`config.mk`:
```
export PLATFORM = sky130hd
export DESIGN_NAME = boid_frame_writer
export DESIGN_NICKNAME = d
export VERILOG_FILES = /design/src/rtl/boid_frame_writer.sv
export SDC_FILE = /design/constraint.sdc
export NUM_CORES = 2
export LEC_CHECK = 0
export CORE_MARGIN = 2
export CORE_UTILIZATION = 65
export DETAILED_ROUTE_END_ITERATION = 8
export DONT_BUFFER_PORTS = 1
export PLACE_DENSITY = 0.81
export RECOVER_POWER = 25
export SLEW_MARGIN = 20
export SYNTH_ARGS = -nofsm -noshare
export SYNTH_HDL_FRONTEND = slang
export SYNTH_SLANG_ARGS = --single-unit
export TNS_END_PERCENT = 5
```
`constraint.sdc`:
```
create_clock -name clock -period 10.25 [get_ports clock]
set_input_delay 0 -clock clock [delete_from_list [all_inputs] [get_ports clock]]
set_output_delay 0 -clock clock [all_outputs]
set_load 0.03 [all_outputs]
```
`src/rtl/boid_frame_writer.sv`:
```
// rtl/boid_frame_writer.sv - per-frame boid scan that clears the display RAM and emits clipped pixel writes
module boid_frame_writer #(
   parameter int NUM_BOIDS = 128,
   parameter int IDX_W     = $clog2(NUM_BOIDS),
   parameter int X_W       = 10,
   parameter int Y_W       = 9,
   parameter int SCREEN_W  = 640,
   parameter int SCREEN_H  = 480,
   parameter int ADDR_W    = 19,
   parameter int DIV_W     = 5
) (
   input  logic              clock,
   input  logic              reset,
   input  logic              cpu_we,
   input  logic [IDX_W-1:0]  cpu_idx,
   input  logic [X_W-1:0]    cpu_x,
   input  logic [Y_W-1:0]    cpu_y,
   input  logic              frame_end,
   input  logic [DIV_W-1:0]  refresh_div,
   input  logic              freeze,
   input  logic              sprite_2x2,
   output logic              ram_clear,
   output logic              ram_we,
   output logic [ADDR_W-1:0] ram_addr,
   output logic              busy,
   output logic [7:0]        overrun_count
);

   typedef enum logic [1:0] {S_IDLE, S_CLEAR, S_SCAN} state_t;

   state_t               state, state_next;
   logic [X_W+Y_W-1:0]   pos [NUM_BOIDS];
   logic [DIV_W-1:0]     div_cnt;
   logic [IDX_W-1:0]     idx;
   logic [1:0]           sub;
   logic                 spr_q;
   logic                 last_q;
   logic                 trigger;
   logic                 fetch;
   logic                 mode_2x2;
   logic                 last_pair;
   logic [X_W-1:0]       bx;
   logic [Y_W-1:0]       by;
   logic [X_W:0]         px;
   logic [Y_W:0]         py;
   logic [31:0]          addr_full;
   logic                 in_range;

   // The CLEAR cycle already fetches pair (0,0) so the first write lands right after ram_clear.
   assign trigger   = (state == S_IDLE) && frame_end && !freeze && (div_cnt == refresh_div);
   assign fetch     = (state == S_CLEAR) || ((state == S_SCAN) && !last_q);
   assign mode_2x2  = (state == S_CLEAR) ? sprite_2x2 : spr_q;
   assign {bx, by}  = pos[idx];
   assign px        = {1'b0, bx} + {{X_W{1'b0}}, sub[0]};
   assign py        = {1'b0, by} + {{Y_W{1'b0}}, sub[1]};
   assign in_range  = (32'(px) < 32'(SCREEN_W)) && (32'(py) < 32'(SCREEN_H));
   assign addr_full = 32'(px) + 32'(SCREEN_W) * 32'(py);
   assign last_pair = (32'(idx) == 32'(NUM_BOIDS - 1)) && (!mode_2x2 || (sub == 2'd3));

   always_ff @(posedge clock) begin
      if (reset) state <= S_IDLE;
      else       state <= state_next;
   end

   always_comb begin
      state_next = state;
      case (state)
         S_IDLE:  if (trigger) state_next = S_CLEAR;
         S_CLEAR: state_next = S_SCAN;
         S_SCAN:  if (last_q) state_next = S_IDLE;
         default: state_next = S_IDLE;
      endcase
   end

   always_comb begin
      ram_clear = (state == S_CLEAR);
      busy      = (state != S_IDLE);
   end

   always_ff @(posedge clock) begin
      if (reset) begin
         for (int i = 0; i < NUM_BOIDS; i++) pos[i] <= '0;
      end else if (cpu_we && (32'(cpu_idx) < 32'(NUM_BOIDS))) begin
         pos[cpu_idx] <= {cpu_x, cpu_y};
      end
   end

   always_ff @(posedge clock) begin
      if (reset) begin
         div_cnt       <= '0;
         idx           <= '0;
         sub           <= '0;
         spr_q         <= 1'b0;
         last_q        <= 1'b0;
         ram_we        <= 1'b0;
         ram_addr      <= '0;
         overrun_count <= '0;
      end else begin
         if ((state == S_IDLE) && frame_end && !freeze)
            div_cnt <= (div_cnt == refresh_div) ? '0 : div_cnt + 1'b1;
         if ((state != S_IDLE) && frame_end && (overrun_count != 8'hFF))
            overrun_count <= overrun_count + 8'd1;
         if (state == S_CLEAR)
            spr_q <= sprite_2x2;
         if (fetch) begin
            ram_we <= in_range;
            if (in_range) ram_addr <= addr_full[ADDR_W-1:0];
            last_q <= last_pair;
            if (mode_2x2 && (sub != 2'd3)) begin
               sub <= sub + 2'd1;
            end else begin
               sub <= '0;
               idx <= idx + 1'b1;
            end
         end else begin
            ram_we <= 1'b0;
            last_q <= 1'b0;
            idx    <= '0;
            sub    <= '0;
         end
      end
   end

endmodule

```
==> impl_metrics.py <==
metrics = {
    "die": {
        "io_pins": 67,
        "die_x_um": 424,
        "start_util": 0.653,
        "core_area_mm2": 0.176,
        "num_rows": 154,
        "die_h_um": 424,
        "dieArea_mm2": 0.180,
    },
    "clock_network": {
        "htree_levels": 4,
        "cts_root_buffer": "clkbuf_16",
        "clock_latency_ns": 0.93,
        "cts_max_path_buffers": 3,
        "clock-sinks": 2485,
        "cts_tree": "built",
        "ctsHoldBuffers": 83,
        "cts_made_buffers": 240,
        "post_cts_buffers": 0,
        "cts-resized-gates": 0,
        "cts.clk_slew.worst_paths_ns": 0.07,
    },
    "logic_synthesis": {
        "avgSynthCellArea_um2": 15.0,
        "synth_area_leader_cell": "edfxtp_1",
        "synth_edf_count": 2432,
        "ys_ff_latch": 2485,
        "yosys-top-cells-count": "2,445 x and2_1, 2,432 x edfxtp_1, 526 x mux4_2",
        "synthesis.nets": 7711,
        "async_flop_share": 0,
        "yosysWarningCount": 0,
        "synth_top_area_frac": 0.636,
        "netlist_area_mm2": 0.115,
        "ys.flop_type": "edfxtp_1",
        "ys_top_cells_by_area": "edfxtp_1 64%, and2_1 13%, mux4_2 10%",
        "syn_inst": 7644,
        "synth_cell_type_count": 82,
        "ys_seq_area_frac": 0.645,
        "synth_most_common_cell": "and2_1",
    },
    "global_routing": {
        "grt_max_degree": 129,
        "grtUsageTotal": 0.400,
        "grt_overflow": 0,
        "grt_antenna_before_repair": 27,
        "grt_pass1_vias": 68571,
        "grt_first_pass_wirelength_mm": 507,
    },
    "critical_path": {
        "crit_fanout": 56,
        "end_kind": "flip-flop",
        "start_kind": "input port",
        "crit_required_ns": 10.82,
        "critPathKind": "in2reg",
        "arrival_ns": 9.51,
    },
    "cells_and_area": {
        "fin_area_mm2": 0.126,
        "seq_area_mm2": 0.0741,
        "drive_above_1_share": 0.166,
        "syn_to_final_growth_pct": 9.79,
        "multi_input_area_mm2": 0.0380,
        "nFillCells": 10750,
        "finalNetCount": 7601,
    },
    "placed_design": {
        "gp_congestion": 1.02,
        "post_dp_cell_area_mm2": 0.117,
        "io_buffers": 0,
        "hpwl_mm": 217,
    },
    "worst_hold_path": {
        "hold_class": "in2reg",
    },
    "power": {
        "power.density_mw_per_mm2": 173,
        "power.leakage_uw": 0.0419,
        "peakVddDrop_v": 0.000161,
    },
    "timing": {
        "finalSetupViolCount": 0,
        "fin_crit_sh": 0.873,
        "slew_headroom": -1.85,
        "hold_violations": 0,
        "worstMarginPinSlew_ns": 4.27,
        "finalSetupTns_ns": 0,
        "drv_slew": 870,
        "rsz0062_at_grt": "no",
        "fin_crit_ns": 8.95,
        "fmax_mhz": 112,
        "worst_clock_skew_ns": 0.0542,
        "hold_ws_ns": 0.0908,
    },
    "route": {
        "initialDrtViolationCount": 12306,
        "drtAntennaViolNets": 0,
        "drc": 0,
        "routed_wirelength_mm": 359,
        "routedWlPerCell_um": 35.5,
        "drt_pass1_iterations": 9,
        "dr_total_vias": 71023,
        "via_per_inst": 7.03,
    },
    "job": {
        "drv_cap": 40,
    },
    "outcome": {
        "status": "finished with violations",
        "violations": "capacitance limit, slew limit",
    },
}
cells in the final DEF, fill, tap and decap left out, drive strengths merged, types with 22 or more instances in the layout:
| cell type | count |
|---|---|
| clkinv | 110 |
| nor2b | 46 |
| ha | 28 |
| mux4 | 537 |
| mux2i | 300 |
| bufinv | 22 |
| buf | 215 |
| o22ai | 28 |
| nand3 | 64 |
| edfxtp | 2432 |
| a21oi | 49 |
| a31oi | 27 |
| nor3 | 23 |
| nor2 | 211 |
| o21ai | 140 |
| dlygate4sd3 | 63 |
| inv | 27 |
| dfxtp | 53 |
| xnor2 | 23 |
| nand2 | 167 |
| and2 | 2446 |
| a22oi | 95 |
| xor2 | 22 |
| clkbuf | 372 |
state kept, by name, indices dropped and copies added (netlist names), named ones only:
signal,flops
pos,2432
div_cnt,5
state,2
ram_we,1
spr_q,1
sub,2
last_q,1
overrun_count,8
idx,7
ram_addr,19
through the flow:
step	setup WS (ns)	total power [µW]	utilization	cells
after floorplan	3.27	12500	-	7644
after global placement	2.64	12800	0.668	9548
after detailed placement	2.66	12800	0.668	9549
after CTS	2.61	21700	0.719	10088
after global routing	1.49	22200	0.717	10090
final	1.30	21800	0.717	10104
worst max-delay path, cell delays in order:
cell,delay (ns)
dlygate4sd3_1,0.54
clkbuf_1,2.36
clkinvlp_2,2.91
clkbuf_1,1.92
o21ai_0,1.26
buf_4,0.44
power by group:
part           total, µW  leakage, µW  internal (µW)  switching, µW
Combinational       1100       0.0146            315            781
Clock               8870      0.00379           4950           3920
Sequential         11800       0.0235          11600            163
Total              21800       0.0419          16900           4860
layout make-up:
cell class | count | share of cell area
well taps | 2340 | 0.0232
inverters | 24 | 0.000764
repair buffers | 334 | 0.0240
clock inverters | 140 | 0.0110
clock buffers | 316 | 0.0508
multi-input cells | 4449 | 0.302
diodes | 16 | 0.000318
flip-flops and latches | 2485 | 0.588
path summary, 6_finish.rpt:
path,endpoint,cells after the start,slack [ns],start
setup / recovery,pos[79][17]$_SDFFCE_PN0P_,6,1.30,reset
hold / removal,pos[57][12]$_SDFFCE_PN0P_,3,0.09,cpu_idx[4]
setup reg to reg,ram_addr[18]$_SDFFE_PP0P_,22,2.38,flip-flop
hold reg to reg,last_q$_SDFF_PP0_,2,0.50,idx[6]$_SDFFE_PP0N_
logic make-up (layout without fill, tap and decap cells):
kind of cell | Yosys count | after routing | share of synthesized area
and+or+nand+nor | 3051 | 3051 | 0.158
DFF | 2485 | 2485 | 0.645
muxes | 857 | 857 | 0.134
buffers and inverters | 710 | 814 | 0.0283
AOI/OAI and AO/OA | 466 | 466 | 0.0271
xor gates and xnor gates | 45 | 45 | 0.00343
adders and majority gates | 30 | 30 | 0.00340
other | 0 | 16 | 0
metal layers:
layer | global-route usage | routed length (µm) | up-vias
li1 | - | - | 27915
met5 | 0.00688 | 189 | -
met1 | 0.538 | 119000 | 35279
met2 | 0.581 | 157000 | 6482
met3 | 0.127 | 56500 | 1323
met4 | 0.232 | 27000 | 24
Note: power is estimated with default switching activity, not from simulation.
